===== config.mk =====
export PLATFORM = sky130hd
export DESIGN_NAME = xor_nn_backprop
export DESIGN_NICKNAME = d
export VERILOG_FILES = /design/src/rtl/xor_nn_pkg.sv /design/src/rtl/xor_nn_fxmul.sv /design/src/rtl/xor_nn_backprop.sv
export SDC_FILE = /design/constraint.sdc
export NUM_CORES = 2
export LEC_CHECK = 0
export CELL_PAD_IN_SITES_DETAIL_PLACEMENT = 2
export CELL_PAD_IN_SITES_GLOBAL_PLACEMENT = 2
export CORE_MARGIN = 2
export CORE_UTILIZATION = 32
export CTS_BUF_LIST = sky130_fd_sc_hd__clkbuf_8 sky130_fd_sc_hd__clkbuf_16
export DETAILED_ROUTE_END_ITERATION = 8
export PLACE_DENSITY_LB_ADDON = 0.1
export SYNTH_ARGS = -nofsm -noshare
export SYNTH_HDL_FRONTEND = slang
export SYNTH_SLANG_ARGS = --single-unit

===== constraint.sdc =====
create_clock -name clk -period 12 [get_ports clk]
set_input_delay 2.4 -clock clk [delete_from_list [all_inputs] [get_ports clk]]
set_output_delay 2.4 -clock clk [all_outputs]
set_load 0.01 [all_outputs]

===== src/rtl/xor_nn_pkg.sv =====
// Shared definitions for the XOR 2-2-1 network blocks: word format defaults,
// weight index map, training FSM states and the last step of the update schedule.
package xor_nn_pkg;

    localparam int DEFAULT_DATA_W = 17;
    localparam int DEFAULT_FRAC_W = 12;
    localparam int N_WEIGHTS      = 9;

    localparam logic [3:0] W11 = 4'd0;
    localparam logic [3:0] W12 = 4'd1;
    localparam logic [3:0] B1  = 4'd2;
    localparam logic [3:0] W21 = 4'd3;
    localparam logic [3:0] W22 = 4'd4;
    localparam logic [3:0] B2  = 4'd5;
    localparam logic [3:0] WO1 = 4'd6;
    localparam logic [3:0] WO2 = 4'd7;
    localparam logic [3:0] BO  = 4'd8;

    localparam logic [4:0] LAST_STEP = 5'd16;

    typedef enum logic [1:0] {
        IDLE = 2'd0,
        CALC = 2'd1,
        DONE = 2'd2
    } state_e;

endpackage


===== src/rtl/xor_nn_fxmul.sv =====
// Fixed-point multiplier: full signed product, arithmetic shift by FRAC_W, narrow to DATA_W.
// With XOR_NN_BACKPROP_SAT_EN defined the narrowing saturates; otherwise it wraps.
module xor_nn_fxmul
    import xor_nn_pkg::*;
#(
    parameter int DATA_W = DEFAULT_DATA_W,
    parameter int FRAC_W = DEFAULT_FRAC_W
) (
    input  logic signed [DATA_W-1:0] a_i,
    input  logic signed [DATA_W-1:0] b_i,
    output logic signed [DATA_W-1:0] p_o
);

    logic signed [2*DATA_W-1:0] prod;
    logic signed [2*DATA_W-1:0] shifted;

    assign prod    = (2*DATA_W)'(a_i) * (2*DATA_W)'(b_i);
    assign shifted = prod >>> FRAC_W;

`ifdef XOR_NN_BACKPROP_SAT_EN
    localparam logic signed [2*DATA_W-1:0] P_MAX = {{(DATA_W+1){1'b0}}, {(DATA_W-1){1'b1}}};
    localparam logic signed [2*DATA_W-1:0] P_MIN = {{(DATA_W+1){1'b1}}, {(DATA_W-1){1'b0}}};

    always_comb begin
        if (shifted > P_MAX) begin
            p_o = DATA_W'(P_MAX);
        end else if (shifted < P_MIN) begin
            p_o = DATA_W'(P_MIN);
        end else begin
            p_o = DATA_W'(shifted);
        end
    end
`else
    assign p_o = DATA_W'(shifted);
`endif

endmodule


===== src/rtl/xor_nn_backprop.sv =====
// Backward pass plus one SGD step for the 2-2-1 sigmoid XOR network, 9 weights held locally.
// Build option XOR_NN_BACKPROP_SAT_EN: saturating narrowing instead of two's-complement wrap.
module xor_nn_backprop
    import xor_nn_pkg::*;
#(
    parameter int DATA_W = DEFAULT_DATA_W,
    parameter int FRAC_W = DEFAULT_FRAC_W
) (
    input  logic                       clk,
    input  logic                       rst_n,
    input  logic                       start,
    input  logic signed [DATA_W-1:0]   x1,
    input  logic signed [DATA_W-1:0]   x2,
    input  logic signed [DATA_W-1:0]   target,
    input  logic signed [DATA_W-1:0]   h1,
    input  logic signed [DATA_W-1:0]   h2,
    input  logic signed [DATA_W-1:0]   y,
    input  logic signed [DATA_W-1:0]   lr,
    input  logic                       w_load,
    input  logic [3:0]                 w_addr,
    input  logic signed [DATA_W-1:0]   w_data,
    output logic [9*DATA_W-1:0]        weights,
    output logic                       busy,
    output logic                       done,
    output logic signed [DATA_W-1:0]   delta_o,
    output state_e                     state_dbg_o
);

    // Handshake: start is a one-cycle request taken only in IDLE (a same-edge w_load lands
    // first); busy spans CALC..DONE, and done pulses for one cycle once weights are final.

    typedef struct packed {
        logic signed [DATA_W-1:0] x1;
        logic signed [DATA_W-1:0] x2;
        logic signed [DATA_W-1:0] tgt;
        logic signed [DATA_W-1:0] h1;
        logic signed [DATA_W-1:0] h2;
        logic signed [DATA_W-1:0] y;
        logic signed [DATA_W-1:0] lr;
    } sample_t;

    // q and r are reused by both hidden neurons; g carries g, g1 and g2 in turn.
    typedef struct packed {
        logic signed [DATA_W-1:0] p;
        logic signed [DATA_W-1:0] q;
        logic signed [DATA_W-1:0] r;
        logic signed [DATA_W-1:0] d1;
        logic signed [DATA_W-1:0] d2;
        logic signed [DATA_W-1:0] g;
        logic signed [DATA_W-1:0] delta;
    } tmp_t;

    localparam logic signed [DATA_W-1:0] ONE = {{(DATA_W-FRAC_W-1){1'b0}}, 1'b1, {FRAC_W{1'b0}}};

`ifdef XOR_NN_BACKPROP_SAT_EN
    localparam logic signed [DATA_W:0] S_MAX = {2'b00, {(DATA_W-1){1'b1}}};
    localparam logic signed [DATA_W:0] S_MIN = {2'b11, {(DATA_W-1){1'b0}}};
`endif

    state_e                   state_q, state_d;
    logic [4:0]               step_q, step_d;
    sample_t                  smp_q, smp_d;
    tmp_t                     tmp_q, tmp_d;
    logic signed [DATA_W-1:0] w_q [N_WEIGHTS];
    logic signed [DATA_W-1:0] w_d [N_WEIGHTS];
    logic signed [DATA_W-1:0] mul_a, mul_b, mul_p;

    function automatic logic signed [DATA_W-1:0] sub_n(input logic signed [DATA_W-1:0] a,
                                                       input logic signed [DATA_W-1:0] b);
        logic signed [DATA_W:0] s;
        s = {a[DATA_W-1], a} - {b[DATA_W-1], b};
`ifdef XOR_NN_BACKPROP_SAT_EN
        if (s > S_MAX) return DATA_W'(S_MAX);
        if (s < S_MIN) return DATA_W'(S_MIN);
`endif
        return DATA_W'(s);
    endfunction

    xor_nn_fxmul #(.DATA_W(DATA_W), .FRAC_W(FRAC_W)) u_mul (
        .a_i(mul_a),
        .b_i(mul_b),
        .p_o(mul_p)
    );

    // Operand schedule; hidden deltas read wo1/wo2 before steps 9-10 overwrite them.
    always_comb begin
        mul_a = '0;
        mul_b = '0;
        case (step_q)
            5'd0:  begin mul_a = smp_q.y;                  mul_b = sub_n(ONE, smp_q.y);  end
            5'd1:  begin mul_a = sub_n(smp_q.y, smp_q.tgt); mul_b = tmp_q.p;             end
            5'd2:  begin mul_a = smp_q.h1;                 mul_b = sub_n(ONE, smp_q.h1); end
            5'd3:  begin mul_a = tmp_q.delta;              mul_b = w_q[WO1];             end
            5'd4:  begin mul_a = tmp_q.r;                  mul_b = tmp_q.q;              end
            5'd5:  begin mul_a = smp_q.h2;                 mul_b = sub_n(ONE, smp_q.h2); end
            5'd6:  begin mul_a = tmp_q.delta;              mul_b = w_q[WO2];             end
            5'd7:  begin mul_a = tmp_q.r;                  mul_b = tmp_q.q;              end
            5'd8:  begin mul_a = smp_q.lr;                 mul_b = tmp_q.delta;          end
            5'd9:  begin mul_a = tmp_q.g;                  mul_b = smp_q.h1;             end
            5'd10: begin mul_a = tmp_q.g;                  mul_b = smp_q.h2;             end
            5'd11: begin mul_a = smp_q.lr;                 mul_b = tmp_q.d1;             end
            5'd12: begin mul_a = tmp_q.g;                  mul_b = smp_q.x1;             end
            5'd13: begin mul_a = tmp_q.g;                  mul_b = smp_q.x2;             end
            5'd14: begin mul_a = smp_q.lr;                 mul_b = tmp_q.d2;             end
            5'd15: begin mul_a = tmp_q.g;                  mul_b = smp_q.x1;             end
            5'd16: begin mul_a = tmp_q.g;                  mul_b = smp_q.x2;             end
            default: ;
        endcase
    end

    always_comb begin
        state_d = state_q;
        step_d  = step_q;
        smp_d   = smp_q;
        tmp_d   = tmp_q;
        w_d     = w_q;
        case (state_q)
            IDLE: begin
                if (w_load && (w_addr < 4'd9)) begin
                    w_d[w_addr] = w_data;
                end
                if (start) begin
                    smp_d   = '{x1: x1, x2: x2, tgt: target, h1: h1, h2: h2, y: y, lr: lr};
                    step_d  = '0;
                    state_d = CALC;
                end
            end
            CALC: begin
                case (step_q)
                    5'd0:               tmp_d.p     = mul_p;
                    5'd1:               tmp_d.delta = mul_p;
                    5'd2, 5'd5:         tmp_d.q     = mul_p;
                    5'd3, 5'd6:         tmp_d.r     = mul_p;
                    5'd4:               tmp_d.d1    = mul_p;
                    5'd7:               tmp_d.d2    = mul_p;
                    5'd8, 5'd11, 5'd14: tmp_d.g     = mul_p;
                    5'd9: begin
                        w_d[WO1] = sub_n(w_q[WO1], mul_p);
                        w_d[BO]  = sub_n(w_q[BO], tmp_q.g);
                    end
                    5'd10: w_d[WO2] = sub_n(w_q[WO2], mul_p);
                    5'd12: begin
                        w_d[W11] = sub_n(w_q[W11], mul_p);
                        w_d[B1]  = sub_n(w_q[B1], tmp_q.g);
                    end
                    5'd13: w_d[W12] = sub_n(w_q[W12], mul_p);
                    5'd15: begin
                        w_d[W21] = sub_n(w_q[W21], mul_p);
                        w_d[B2]  = sub_n(w_q[B2], tmp_q.g);
                    end
                    5'd16: w_d[W22] = sub_n(w_q[W22], mul_p);
                    default: ;
                endcase
                if (step_q == LAST_STEP) begin
                    state_d = DONE;
                end else begin
                    step_d = step_q + 5'd1;
                end
            end
            DONE:    state_d = IDLE;
            default: state_d = IDLE;
        endcase
    end

    always_ff @(posedge clk) begin
        if (!rst_n) begin
            state_q <= IDLE;
            step_q  <= '0;
            smp_q   <= '0;
            tmp_q   <= '0;
            for (int i = 0; i < N_WEIGHTS; i++) begin
                w_q[i] <= '0;
            end
        end else begin
            state_q <= state_d;
            step_q  <= step_d;
            smp_q   <= smp_d;
            tmp_q   <= tmp_d;
            w_q     <= w_d;
        end
    end

    for (genvar i = 0; i < N_WEIGHTS; i++) begin : g_weights
        assign weights[i*DATA_W +: DATA_W] = w_q[i];
    end

    assign busy        = (state_q != IDLE);
    assign done        = (state_q == DONE);
    assign delta_o     = tmp_q.delta;
    assign state_dbg_o = state_q;

endmodule

### Yosys cells after proc, flatten, opt, wreduce, memory -nomap -nowiden

Cells that the tools add are included.

| word-level totals | value |
|---|---|
| flip-flop bits (word level) | 398 |
| word-level logic and storage cells | 122 |
| input port bits | 144 |

| operators by class | value |
|---|---|
| equal/unequal tests | 27 |
| reductions and logical operators | 29 |
| $add $sub $neg | 14 |
| multiplexer cells | 22 |
| $lt $le $gt $ge | 3 |
| multipliers | 1 |
| bitwise logic cells | 1 |

Operators with widths:

| cell | count |
|---|---|
| $pmux 153 s2 | 1 |
| $pmux 17 s14 | 1 |
| $mux 17 | 10 |
| $sub 17x17->17 | 10 |
| $bwmux 153 | 1 |
| $mux 153 | 1 |
| $pmux 17 s8 | 1 |
| $demux 17 s4 | 1 |
| $sub 14x17->17 const A | 3 |
| $eq 5x4->1 const B | 8 |
| $mul 17x17->29 | 1 |
| $reduce_and 3->1 | 7 |
| $eq 5x3->1 const B | 4 |
| $reduce_and 2->1 | 9 |
| $eq 5x2->1 const B | 2 |
| $mux 5 | 2 |
| $ne 2x1->1 const B | 5 |
| $pmux 5 s2 | 1 |
| $reduce_or 2->1 | 5 |
| $ne 2x2->1 const B | 4 |
| $reduce_or 6->1 | 1 |
| $add 5x1->5 const B | 1 |
| $eq 5x1->1 const B | 1 |
| $eq 5x5->1 const B | 1 |
| other kinds (13) | 16 |

### Logic depth before layout (Yosys ltp)

| depth | value |
|---|---|
| depth in word-level cells | 8 |
| depth in mapped cells | 54 |

### Cells and area by module

From an unflattened synthesis, not the netlist that was laid out.

| second synthesis, totals | value |
|---|---|
| cell total of the unflattened synthesis | 4317 |
| area, all modules | 34211.6 µm² |

Modules (own cells, without submodules):

| module | seq. area each (µm²) | cells each | instances | area an instance (µm²) |
|---|---|---|---|---|
| xor_nn_backprop | 7967.6 | 3274 | 1 | 24796.3 |
| xor_nn_fxmul | 0.0 | 1043 | 1 | 9415.3 |

### Worst setup path before layout

OpenSTA, ideal clock, no wires.

| timing path | value |
|---|---|
| path kind | reg2reg |
| start | register step_q[1] |
| end | register w_q (netlist bit weights[67]) |
| required time | 11.926 ns |
| setup slack | 0.431 ns |
| buffers on the path | 5 |
| library setup time | 0.074 ns |
| cell stages (with the launch flop) | 52 |
| arrival time | 11.495 ns |
| path through | dfxtp_1 > inv_1 > ha_1 > buf_2 > nor4bb_1 > clkbuf_1 > clkbuf_1 > a22oi_1 > and2_1 > ha_1 > inv_1 > a211oi_1 > nor2_1 > and2_1 > clkbuf_1 > clkbuf_1 > nor2_1 > fa_1 > [... 16 more ...] > a211oi_1 > nor3_1 > inv_1 > fa_1 > a21o_1 > a211oi_1 > nor2_1 > or4_1 > a31o_2 > a21o_1 > a21o_1 > maj3_2 > maj3_2 > maj3_2 > a221oi_2 > xnor2_1 > nand2_1 > a31oi_1 |

| between the ends | value |
|---|---|
| word-level cells in the longest chain between the ends | 7 |

Ends and longest elaborated chain:

| element | line | RTL |
|---|---|---|
| start: declaration | xor_nn_backprop.sv:61 | `logic [4:0] step_q, step_d;` |
| start signal: assignment | xor_nn_backprop.sv:176 | `step_q <= step_d;` |
| $eq 5x5->1, or another cell as far along | xor_nn_backprop.sv:89 | `case (step_q)` |
| $reduce_or 6->1 (no line), or another cell as far along | - |  |
| $pmux 17 s8 / $pmux 17 s14 (equally long branches) | xor_nn_backprop.sv:89 |  |
| $mul 17x17->29 | xor_nn_fxmul.sv:17 | `assign prod = (2*DATA_W)'(a_i) * (2*DATA_W)'(b_i);` |
| $sub 17x17->17 | xor_nn_backprop.sv:71 | `s = {a[DATA_W-1], a} - {b[DATA_W-1], b};` |
| $mux 17 | xor_nn_backprop.sv:129 | `case (step_q)` |
| $pmux 153 s2 | xor_nn_backprop.sv:117 | `case (state_q)` |
| end signal: assignment | xor_nn_backprop.sv:179 | `w_q <= w_d;` |
| end: declaration | xor_nn_backprop.sv:64 | `logic signed [DATA_W-1:0] w_q [N_WEIGHTS];` |

Several ways; a longest one is shown, not always the timed one. The select of a mux whose other input is x is not followed.
A chain may end at the register's enable or synchronous reset.

### Worst setup path in the final report

| timing path | value |
|---|---|
| start | register step_q[4] |
| end | register w_q (netlist bit weights[33]) |

Same word-level chain as after synthesis.

==> metrics <==
hpwl dp=131 mm; initial antenna violation count=4; top_reg_cell synth=dfxtp_1; worst-margin pin slew=about 1.2 ns; Synth Net Count=slightly below 5000; CP endpoint=weights[33]; top-area cell type share of the netlist area=23.8%; WHS=approximately 0.46 ns; max-cap violation count=0; Syn Inst Count=between 4000 and 5000; Clock Root Buffer=clkbuf_16; Min-Delay Path Class=register to register; synth unique cells=103; #FFs+latches synth=~400; vias per cell=5.62; number of diodes=0; DRC errors left=12; most used cell, CP=fa_1; # IOs=318; Final ANT Viol Nets=0; CTS tree=yes; worst-case reg-to-reg path depth=43; CTS buffer count=52; Pre-antenna DRT Iters=9; RR Endpoint=weights[33]; global-route wire length before repair=between 200 and 250 mm; Critical Path Sink Type=register; Post-synth EDFFs=0; CTS Sinks=398; vias=around 33000; htree depth=2; Routability Congestion=a little over 0.9; number of global-route vias before repair=35100; Final min period=roughly 12 ns; crit-path max FO=16; setup total negative slack=0 ns; Inst Count DP=5816; clock skew=0.0602 ns; Seq/Total Area, Yosys=approximately a quarter; Die Y-Extent=approximately 330 um; initial DRC count=approximately 2600; Critical Path Max Stage Delay=approximately 0.56 ns; reg2reg start=step_q[4]; drt wl/cell=roughly 28 um; final hold violation count=0; main area contributors after synthesis=dfxtp_1 24%, fa_1 16%, ha_1 8.1%; critical path data required time=approximately 13 ns; clock transition at the registers of the reported paths=~0.060 ns; grt ovf=0; violated checks=design-rule violations; critical path data arrival time=12.08 ns; Area Overhead vs Synth=22.6%; Core Region=slightly above 100000 um^2; Initial Util=roughly a third; area of the multi-input gates=23400 um^2; post-synthesis area per instance=around 8 um^2; Slew HR=21.3%; CTS Buffer Depth=3; Tcrit/Tclk final=roughly 96%; asr flop ratio synth=0%; largest net degree at the start of global routing=around 100; Final #Nets=~5100; status=finished with violations; most common cell after layout, fill and taps aside=nand2_1; Startpoint Class=register; beginning of the critical path=step_q[4]; f_max=a little under 0.09 GHz; fill cell count=~12000; most frequent cells in the layout=625 x nand2_1, 400 x nor2_1, 394 x inv_1, 394 x dfxtp_1, 316 x clkdlybuf4s50_1; chip width=~330 um; Worst Setup Path Type=register to register; die area=107000 um^2; R2R Setup Slk=approximately 0.43 ns; Mapped Area=33500 um^2; Yosys top cell by area=dfxtp_1; final WL=around 170 mm; Final Slew Violations=0; Non-Filler Instances=slightly below 6000; row cnt=between 100 and 150; GR Util All Layers=between 30% and 40%; Ys Warns=0; Register Area=around 8000 um^2; count of final setup violators=0; CP max-delay cell=or4_4; PortBufs=about 320; share of cells above drive strength 1=around 9.3%; Worst-Skew Late Latency=around 0.68 ns
## sequential cells by signal, indices dropped and copies added (netlist names)
signal       count
smp_q          119
tmp_q          102
step_q           5
weights        153
state_dbg_o      2
delta_o         17
## kinds of logic (layout without fill, tap and decap cells)
| logic type | Yosys count | after routing | synth area share (%) |
|---|---|---|---|
| adders and majority gates | 511 | 511 | 24.7 |
| DFF | 398 | 398 | 23.8 |
| buffers and inverters | 644 | 1005 | 7.54 |
| muxes | 6 | 6 | 0.186 |
| xor gates and xnor gates | 162 | 162 | 4.31 |
| AOI/OAI and AO/OA | 1076 | 1076 | 21.0 |
| and+or+nand+nor | 1396 | 1396 | 18.4 |
## synth_stat cells, drive strengths merged (11+ instances only)
| cell | instances |
|---|---|
| a22o | 11 |
| inv | 389 |
| a211oi | 57 |
| a21boi | 28 |
| a221oi | 23 |
| maj3 | 32 |
| nor3b | 15 |
| a222oi | 33 |
| a21oi | 321 |
| nand4 | 19 |
| or3 | 37 |
| a221o | 11 |
| nand3 | 66 |
| and3 | 26 |
| buf | 53 |
| nor3 | 47 |
| o21a | 12 |
| nor2b | 33 |
| xor2 | 55 |
| clkbuf | 202 |
| o211ai | 13 |
| fa | 262 |
| ha | 217 |
| a22oi | 61 |
| a21o | 44 |
| nand2 | 627 |
| nand2b | 30 |
| a31oi | 81 |
| nor2 | 403 |
| xnor2 | 105 |
| o21ai | 238 |
| o221ai | 37 |
| dfxtp | 398 |
| and2 | 42 |
## worst max-delay path, delay by kind of cell, from the launching register on
family | cells | cell delay, ns
simple gates | 9 | 1.77
xor+xnor | 1 | 0.16
compound gates | 12 | 2.83
fa+ha+maj | 11 | 4.74
mux | 1 | 0.21
flops | 1 | 0.38
buf+inv | 9 | 1.32
## per-stage QoR
stage          worst slack (ns)  instance area (um^2)  utilization [%]
5_1_grt                  -0.117                 41100             39.6
3_3_place_gp             -0.100                 38900             37.5
6_report                  0.433                 41100             39.6
2_1_floorplan             0.431                 33500                -
4_1_cts                  0.0258                 40700             39.2
3_5_place_dp             -0.457                 38900             37.5
## area by class of cell
class | count | share of cell area [%]
multi-input combinational | 3151 | 57.0
clock buffer | 60 | 3.46
inverter | 389 | 3.59
tap | 1380 | 4.20
sequential | 398 | 19.4
timing repair buffer | 522 | 11.7
clock inverter | 34 | 0.718
## timing repair
item / 4_1_cts / 5_1_grt
endpoints found under the hold margin: 0 / 0
pin swaps: 3 / 14
gates resized for setup: 10 / 70
cloned: 0 / 0
endpoints found under the setup margin: 16 / 27
setup buffers: 6 / 18
hold buffers: 0 / 0
## how the worst min path moves through the flow
stage	from	endpoint	slack (ns)	cells past startpoint
final	smp_q[71]	smp_q[71]	0.46	2
after global routing	smp_q[71]	smp_q[71]	0.48	2
after CTS	smp_q[71]	smp_q[71]	0.46	2
after detailed placement	tmp_q[34]	tmp_q[34]	0.45	2
after global placement	tmp_q[61]	tmp_q[61]	0.44	2
after floorplan	smp_q[1]	smp_q[1]	0.43	2
## per-layer routing
metal	global-route usage (%)	share of wire, %	vias to the layer above
li1	-	-	15000
met1	42.2	45	17300
met2	50.4	47	842
met3	3.57	4.8	219
met4	9.50	3.3	0
met5	0	0	-
Power is left out: the tool's default activity adds up to more than one toggle a clock period on the data nets, which glitch-free logic cannot reach.
